--- src/rtl/light_level_ctrl.sv ---
// Parametrised light-level controller: edge-detected off/up/down buttons,
// auto-repeat on held up/down, saturate or wrap at the ends, optional idle timeout.
module light_level_ctrl #(
  parameter int NUM_LEVELS    = 5,
  parameter int LEVEL_W       = 3,
  parameter int WRAP          = 0,
  parameter int HOLD_CYCLES   = 16,
  parameter int REPEAT_CYCLES = 4,
  parameter int IDLE_TIMEOUT  = 0
) (
  input  logic               i_clk,
  input  logic               i_reset,
  input  logic [2:0]         i_button,
  output logic [LEVEL_W-1:0] o_lightState,
  output logic               o_change,
  output logic               o_atMin,
  output logic               o_atMax
);

  // state     | meaning
  // ST_IDLE   | no direction latched, waiting for an up/down press
  // ST_HOLD   | latched button held, counting towards first repeat
  // ST_REPEAT | latched button still held, stepping every REPEAT_CYCLES
  localparam logic [1:0] ST_IDLE   = 2'd0;
  localparam logic [1:0] ST_HOLD   = 2'd1;
  localparam logic [1:0] ST_REPEAT = 2'd2;

  localparam int CNT_MAX  = (HOLD_CYCLES > REPEAT_CYCLES) ? HOLD_CYCLES - 1 : REPEAT_CYCLES - 1;
  localparam int CNT_W    = (CNT_MAX < 2) ? 1 : $clog2(CNT_MAX + 1);
  localparam int IDLE_MAX = (IDLE_TIMEOUT > 1) ? IDLE_TIMEOUT - 1 : 1;
  localparam int IDLE_W   = (IDLE_MAX < 2) ? 1 : $clog2(IDLE_MAX + 1);

  localparam logic [LEVEL_W-1:0] MAX_LVL   = LEVEL_W'(NUM_LEVELS - 1);
  localparam logic [CNT_W-1:0]   HOLD_TC   = CNT_W'(HOLD_CYCLES - 1);
  localparam logic [CNT_W-1:0]   REPEAT_TC = CNT_W'(REPEAT_CYCLES - 1);
  localparam logic [IDLE_W-1:0]  IDLE_TC   = IDLE_W'((IDLE_TIMEOUT > 0) ? IDLE_TIMEOUT - 1 : 0);

  logic [2:0]         btn_prev;
  logic [1:0]         state, state_nxt;
  logic [CNT_W-1:0]   cnt, cnt_nxt;
  logic [IDLE_W-1:0]  idle_cnt, idle_nxt;
  logic               dir_up, dir_up_nxt;
  logic [2:0]         press;
  logic               held;
  logic [LEVEL_W-1:0] lvl_nxt;

  function automatic logic [LEVEL_W-1:0] step_lvl(input logic [LEVEL_W-1:0] lvl,
                                                  input logic up);
    if (up) begin
      if (lvl == MAX_LVL) return (WRAP != 0) ? '0 : MAX_LVL;
      return lvl + LEVEL_W'(1);
    end
    if (lvl == '0) return (WRAP != 0) ? MAX_LVL : '0;
    return lvl - LEVEL_W'(1);
  endfunction

  assign press = i_button & ~btn_prev;
  assign held  = dir_up ? i_button[1] : i_button[2];

  always_comb begin
    lvl_nxt    = o_lightState;
    state_nxt  = state;
    cnt_nxt    = cnt;
    dir_up_nxt = dir_up;
    idle_nxt   = idle_cnt;

    if (press[0]) begin
      lvl_nxt   = '0;
      state_nxt = ST_IDLE;
      cnt_nxt   = '0;
    end else if (press[1] || press[2]) begin
      // up wins over down; a press of the other direction re-latches and restarts the hold
      dir_up_nxt = press[1];
      lvl_nxt    = step_lvl(o_lightState, press[1]);
      state_nxt  = ST_HOLD;
      cnt_nxt    = '0;
    end else begin
      case (state)
        ST_IDLE: cnt_nxt = '0;
        ST_HOLD, ST_REPEAT: begin
          if (!held) begin
            state_nxt = ST_IDLE;
            cnt_nxt   = '0;
          end else if (cnt == ((state == ST_HOLD) ? HOLD_TC : REPEAT_TC)) begin
            lvl_nxt   = step_lvl(o_lightState, dir_up);
            state_nxt = ST_REPEAT;
            cnt_nxt   = '0;
          end else begin
            cnt_nxt = cnt + CNT_W'(1);
          end
        end
        default: begin
          state_nxt = ST_IDLE;
          cnt_nxt   = '0;
        end
      endcase
    end

    // Timeout only fires on a fully quiet cycle, so any button activity wins over it
    if (IDLE_TIMEOUT > 0) begin
      if ((|i_button) || (lvl_nxt != o_lightState)) begin
        idle_nxt = '0;
      end else if (o_lightState != '0) begin
        if (idle_cnt == IDLE_TC) begin
          lvl_nxt  = '0;
          idle_nxt = '0;
        end else begin
          idle_nxt = idle_cnt + IDLE_W'(1);
        end
      end
    end else begin
      idle_nxt = '0;
    end
  end

  always_ff @(posedge i_clk or posedge i_reset) begin
    if (i_reset) begin
      o_lightState <= '0;
      o_change     <= 1'b0;
      o_atMin      <= 1'b1;
      o_atMax      <= 1'b0;
      btn_prev     <= 3'b111;
      state        <= ST_IDLE;
      cnt          <= '0;
      dir_up       <= 1'b0;
      idle_cnt     <= '0;
    end else begin
      o_lightState <= lvl_nxt;
      o_change     <= (lvl_nxt != o_lightState);
      o_atMin      <= (lvl_nxt == '0);
      o_atMax      <= (lvl_nxt == MAX_LVL);
      btn_prev     <= i_button;
      state        <= state_nxt;
      cnt          <= cnt_nxt;
      dir_up       <= dir_up_nxt;
      idle_cnt     <= idle_nxt;
    end
  end

endmodule

--- config.mk ---
export PLATFORM = sky130hd
export DESIGN_NAME = light_level_ctrl
export DESIGN_NICKNAME = d
export VERILOG_FILES = /design/src/rtl/light_level_ctrl.sv
export SDC_FILE = /design/constraint.sdc
export NUM_CORES = 1
export LEC_CHECK = 0
export CORE_UTILIZATION = 50
export DETAILED_ROUTE_END_ITERATION = 8
export PLACE_DENSITY = 0.78
export SETUP_SLACK_MARGIN = 0.02
export SLEW_MARGIN = 20
export SYNTH_ARGS = -nofsm -noshare
export SYNTH_HDL_FRONTEND = slang
export SYNTH_SLANG_ARGS = --single-unit
--- constraint.sdc ---
create_clock -name i_clk -period 2.8 [get_ports i_clk]
set_clock_uncertainty 0.2 [all_clocks]
set_input_delay 0.7 -clock i_clk [delete_from_list [all_inputs] [get_ports i_clk]]
set_output_delay 0.7 -clock i_clk [all_outputs]
set_load 0.01 [all_outputs]
==> results of run 1 <==
registers in the layout, indices dropped and copies added (netlist names):
name / count
cnt: 4
o_change: 1
o_lightState: 3
dir_up: 1
state: 2
btn_prev: 3
o_atMax: 1
o_atMin: 1
routing by layer:
metal	part of all wire, %	vias up	track usage, %
li1	-	358	-
met1	46	365	26.89
met2	46	26	31.67
met3	4.6	7	5.098
met4	3.1	0	18.24
met5	0	-	0
metrics by stage:
stage	setup slack, ns	area (um2)
finish	0.4437	1139
detailed placement	0.1272	1102
floorplan	0.6658	992.2
CTS	0.4417	1139
global route	0.3732	1139
global placement	0.1847	1102
area by class of cell:
type | count | area, um2
well taps | 25 | 31.28
flip-flops and latches | 16 | 405.4
repair buffers | 12 | 115.1
clock buffers | 4 | 36.28
fillers | 149 | 663.1
multi-input cells | 67 | 520.5
inverters | 8 | 30.03
power breakdown:
group	switching (mW)	internal [mW]
logic	0.160	0.169
clock network	0.0753	0.0793
registers	0.0412	0.277
total	0.276	0.525
worst min path at each step:
stage               endpoint  cells after the start  slack [ns]   start
floorplan             cnt[0]                      1        0.23  cnt[0]
global placement      cnt[0]                      1        0.25  cnt[0]
detailed placement    cnt[0]                      1        0.26  cnt[0]
CTS                   cnt[0]                      1        0.28  cnt[0]
global route          cnt[0]                      1        0.31  cnt[0]
finish                cnt[0]                      1        0.28  cnt[0]
cell usage after synthesis:
library cell and n:
nand2b_1 2, or2_1 1, mux2i_1 3, dfrtp_1 12, o22ai_2 1, nand3_1 4
nand3_2 1, a21boi_0 1, a211o_1 3, or2b_2 3, dfstp_2 4, mux2_2 2
inv_1 8, or3b_1 1, nor2b_1 1, xor2_1 1, o21ai_2 1, ha_1 6
nor3b_2 1, nor2_1 3, or2_2 1, a311o_2 1, xnor2_1 3, a31oi_1 2
a21o_1 1, nand2_1 3, o2111ai_2 1, o211ai_1 1, nor3_1 4, o2111ai_1 1
clkbuf_8 1, a211oi_1 1, o21a_1 2, nand3b_1 1, buf_6 2, a21oi_1 3
o21ai_0 4, and3_2 2, a21o_2 1
cells by family after synthesis:
logic type | share of synthesized area (%)
flops | 40.86
mux | 5.296
fa+ha+maj | 7.566
compound gates | 18.54
simple gates | 17.53
xor+xnor | 3.532
buf+inv | 6.683
worst reg2reg max path, cell delays in order (launching register included):
cell and delay (ns):
dfrtp_1 0.47, inv_1 0.10, ha_1 0.28, or3b_1 0.42, a21o_1 0.17, a211o_1 0.29
nand3_2 0.11, o2111ai_1 0.11
==> results.ini, run 1 <==
[outcome]
outcome = finished, final reports clean

[drt]
wire_per_inst_um = 14.67
drt-total-wl_um = 1937
dr.first_iter.drc_count = 21
vias = 756
drc_errors = 0
ant_nets = 0
dr.pass1.iters = 4
via_per_inst = 5.727

[critical_path]
crit_path_start = i_button[2]
cp.arrival_ns = 2.33
r2r_cells = 7
cpPeakStageDelay_ns = 0.51
crit_type = in2reg
cp-end-kind = flop
slowest_stage = clkdlybuf4s50_1
path_depth = 6
startpoint_type = input pin
cp_max_fo = 7
rr_endpoint = o_change
path_cells = clkdlybuf4s50_1, or2b_2, a21o_2, a311o_2, nand3_2, o2111ai_1
critPathBufInv = 1
cp_top_family = compound AO/OA/AOI/OAI gates
reg2reg_from = o_lightState[0]
crit_end = o_change
r2r_setup_slack_ns = 0.52
crit_required_ns = 2.77

[layout]
final_cell_count_no_fill = 132
fin_util_pct = 63.19
final_common_cell = dfrtp_1
drive_above_1_share_pct = 23.36
num-nets-final = 119
mostFrequentLayoutCells = dfrtp_1, clkdlybuf4s50_1, inv_1
synthToLayoutAreaGrowth_pct = 14.75
n_antenna_cell = 0

[clock_network]
cts_buffers = 3
cts.sinks = 16
cts_tree = done
worstSkewPairLatency_ns = 0.30
cts_resized = 0
clockBufferDepth = 2
post_cts_buffers = 0
cts_hold_buf = 0
clockRootBuffer = clkbuf_4
clk_pin_slew_ns = 0.10
htree_levels = 1

[global_routing]
groute.usage.overall_pct = 21.81
grt_max_degree = 17
antenna_found_initial = 0
grt_pass1_vias = 729
grt_overflow = 0
grt_pass1_wl_um = 3098

[worst_hold_path]
hold_class = reg2reg

[synthesis]
synth_cell_types = 39
synth_seq_cells = 16
yosysTopAreaCell = dfrtp_1
syn-mean-instance-area_um2 = 10.56
synth_nets = 105
yosys-top-cells-area = dfrtp_1, dfstp_2, ha_1, mux2i_1, inv_1
synth_top_area_share_pct = 30.26
synth-warning-count = 0
synth_cells = 94
syn_area_um2 = 992.2
ys_seq_area_share_pct = 40.86

[floorplan]
dieArea_mm2 = 0.002166
coreArea_mm2 = 0.001802
ios = 11
die_y_um = 46.55
start_util_pct = 55.07
die_w_um = 46.55
num_rows = 15

[sta]
grt_setup_unrepaired = false
setup_viol = 0
worst_pin_slew_ns = 0.5809
holdWs_ns = 0.2755
fmax_mhz = 424.4
slew_headroom_pct = 61.23
final_max_slew_viol_count = 0
tns_ns = 0
finalHoldViolations = 0
finalCritPeriodShare_pct = 84.15
min_period_ns = 2.356

[placed_design]
hpwl_um = 1388
place_inst = 128
port_buffers = 10
gp_congestion = 0.8789

[power]
peakVddDrop_mv = 0.4872
p_per_area_mw_per_mm2 = 704.2
leakage_nw = 0.5043
finalPower_mw = 0.8018

[run]
cap_violations = 0

No activity file was read; power rests on OpenSTA's default activity.
==> inputs of run 2 (changes only) <==
==> constraint.sdc (replaced) <==
create_clock -name i_clk -period 2.3 [get_ports i_clk]
set_clock_uncertainty 0.2 [all_clocks]
set_input_delay 0.575 -clock i_clk [delete_from_list [all_inputs] [get_ports i_clk]]
set_output_delay 0.575 -clock i_clk [all_outputs]
set_load 0.01 [all_outputs]
==> results.ini, run 2 (same netlist as run 1, synthesis figures left out) <==
[critical_path]
cp-end-kind = flop
r2r_setup_slack_ns = 0.22  ; -0.30 ns
reg2reg_from = o_lightState[0]
crit_required_ns = 2.27  ; -0.50 ns
cp.arrival_ns = 2.15  ; -0.18 ns
rr_endpoint = o_change
crit_type = in2reg
startpoint_type = input pin
r2r_cells = 7  ; unchanged
cp_max_fo = 5  ; -2

[drt]
dr.max_layer_used = met4
met1_length_um = 880  ; -1.6%
wire_per_inst_um = 13.12  ; -11%
drc_errors = 0  ; unchanged
wl_met2_um = 854  ; -4.3%
wl_met3_um = 90  ; +1.1%
dr.first_iter.drc_count = 14  ; -33%
ant_nets = 0  ; unchanged
drt-total-wl_um = 1850  ; -4.5%
dr.pass1.iters = 4  ; unchanged
vias = 771  ; +2.0%
via_per_inst = 5.468  ; -4.5%

[sta]
finalCritPeriodShare_pct = 94.95
fmax_mhz = 457.9
tns_ns = 0  ; unchanged
finalHoldViolations = 0  ; unchanged
min_period_ns = 2.184
slew_headroom_pct = 61.21  ; about the same
grt_setup_unrepaired = false
final_max_slew_viol_count = 0  ; unchanged
setup_viol = 0  ; unchanged
worst_pin_slew_ns = 0.5813  ; +0.0003315 ns

[global_routing]
groute.usage.overall_pct = 20.13  ; -1.7 points
grt_max_degree = 17  ; unchanged
grt_overflow = 0  ; unchanged
antenna_found_initial = 0  ; unchanged
grt_pass1_wl_um = 3049  ; -1.6%
grt_pass1_vias = 715  ; -1.9%

[layout]
num-nets-final = 128  ; +7.6%
final_cell_count_no_fill = 141  ; +6.8%
largest_reg_flops = 4  ; unchanged
reg_top3 = cnt: 4 flops, btn_prev: 3 flops, o_lightState: 3 flops
mostFrequentLayoutCells = dfrtp_1, buf_4, clkdlybuf4s50_1
regMostFlops = cnt
n_antenna_cell = 0  ; unchanged
num-fill-cells = 158  ; +6.0%
final_common_cell = dfrtp_1
drive_above_1_share_pct = 29.31  ; +5.9 points
synthToLayoutAreaGrowth_pct = 21.56

[worst_hold_path]
hold_class = reg2reg
worstHoldStart = cnt[0]
min_delay_worst_endpoint = cnt[0]
hold_depth = 1  ; unchanged

[power]
leakage_nw = 0.5479  ; +8.6%
peakVddDrop_mv = 0.5153  ; +5.8%
p_per_area_mw_per_mm2 = 830.7  ; +18%
finalPower_mw = 1.002  ; +25%

[placed_design]
hpwl_um = 1424  ; +2.6%
gp_congestion = 0.8034  ; -8.6%
place_inst = 137  ; +7.0%
port_buffers = 10  ; unchanged

[run]
cap_violations = 0  ; unchanged

[clock_network]
post_cts_buffers = 0  ; unchanged
cts_hold_buf = 0  ; unchanged
worstSkewPairLatency_ns = 0.29  ; about the same
htree_levels = 1  ; unchanged
cts_tree = done
clockBufferDepth = 2  ; unchanged
clockRootBuffer = clkbuf_4
cts_buffers = 3  ; unchanged
clk_pin_slew_ns = 0.10  ; about the same
cts.sinks = 16  ; unchanged
cts_resized = 0  ; unchanged

[floorplan]
ios = 11  ; unchanged
num_rows = 15  ; unchanged
dieArea_mm2 = 0.002166  ; unchanged
start_util_pct = 55.07  ; unchanged
die_y_um = 46.55  ; unchanged
die_w_um = 46.55  ; unchanged
coreArea_mm2 = 0.001802  ; unchanged

[outcome]
outcome = finished, final reports clean

==> run 2: stage by stage <==
step	utilization (%)	worst slack, ns	instance area [um2]	hold WS, ns
2_1_floorplan	-	0.1658	992.2	0.2320
3_3_place_gp	64.93	-0.1529	1170	0.2453
3_5_place_dp	64.93	-0.2027	1170	0.2492
4_1_cts	66.94	0.1076	1206	0.2624
5_1_grt	66.94	0.07026	1206	0.2880
6_report	66.94	0.1162	1206	0.2645
==> run 2: worst max path at each step <==
stage | start | endpoint | slack (ns) | cells after the start
finish | i_button[2] | o_change | 0.12 | 6
detailed placement | i_button[2] | o_change | -0.20 | 6
CTS | i_button[2] | o_change | 0.11 | 6
global route | i_button[2] | o_change | 0.07 | 6
floorplan | o_lightState[0] | o_change | 0.17 | 7
global placement | i_button[2] | o_change | -0.15 | 6
==> run 2: cell type report <==
class | instances | area (um2) | share of cell area, %
Clock buffer | 4 | 36.28 | 3.008
Inverter | 8 | 30.03 | 2.490
Multi-Input combinational cell | 67 | 520.5 | 43.15
Sequential cell | 16 | 405.4 | 33.61
Tap cell | 25 | 31.28 | 2.593
Timing Repair Buffer | 21 | 182.7 | 15.15
==> run 2: where the power goes <==
part	total [mW]	leakage [nW]	internal, mW	switching [mW]
sequential	0.370	0.201	0.337	0.0329
combinational	0.444	0.326	0.234	0.210
clock	0.188	0.0210	0.0965	0.0919
total	1.00	0.548	0.667	0.335
==> run 2: critical path, stage by stage <==
cell,delay [ns]
clkdlybuf4s50_1,0.47
or2b_2,0.32
a21o_2,0.25
a311o_2,0.32
nand3_2,0.11
o2111ai_1,0.11
==> run 2: layer usage <==
| layer | up-vias | global-route usage [%] |
|---|---|---|
| li1 | 378 | - |
| met1 | 369 | 26.70 |
| met2 | 19 | 33.06 |
| met3 | 5 | 2.745 |
| met4 | 0 | 7.059 |
| met5 | - | 0 |
==> inputs of run 3 (changes only) <==
--- a/config.mk
+++ b/config.mk
@@ -9,7 +9,6 @@
 export DETAILED_ROUTE_END_ITERATION = 8
 export PLACE_DENSITY = 0.78
 export SETUP_SLACK_MARGIN = 0.02
-export SLEW_MARGIN = 20
 export SYNTH_ARGS = -nofsm -noshare
 export SYNTH_HDL_FRONTEND = slang
 export SYNTH_SLANG_ARGS = --single-unit
==> results of run 3 <==
The final DEF is identical to that of run 2; final timing and power are the same.
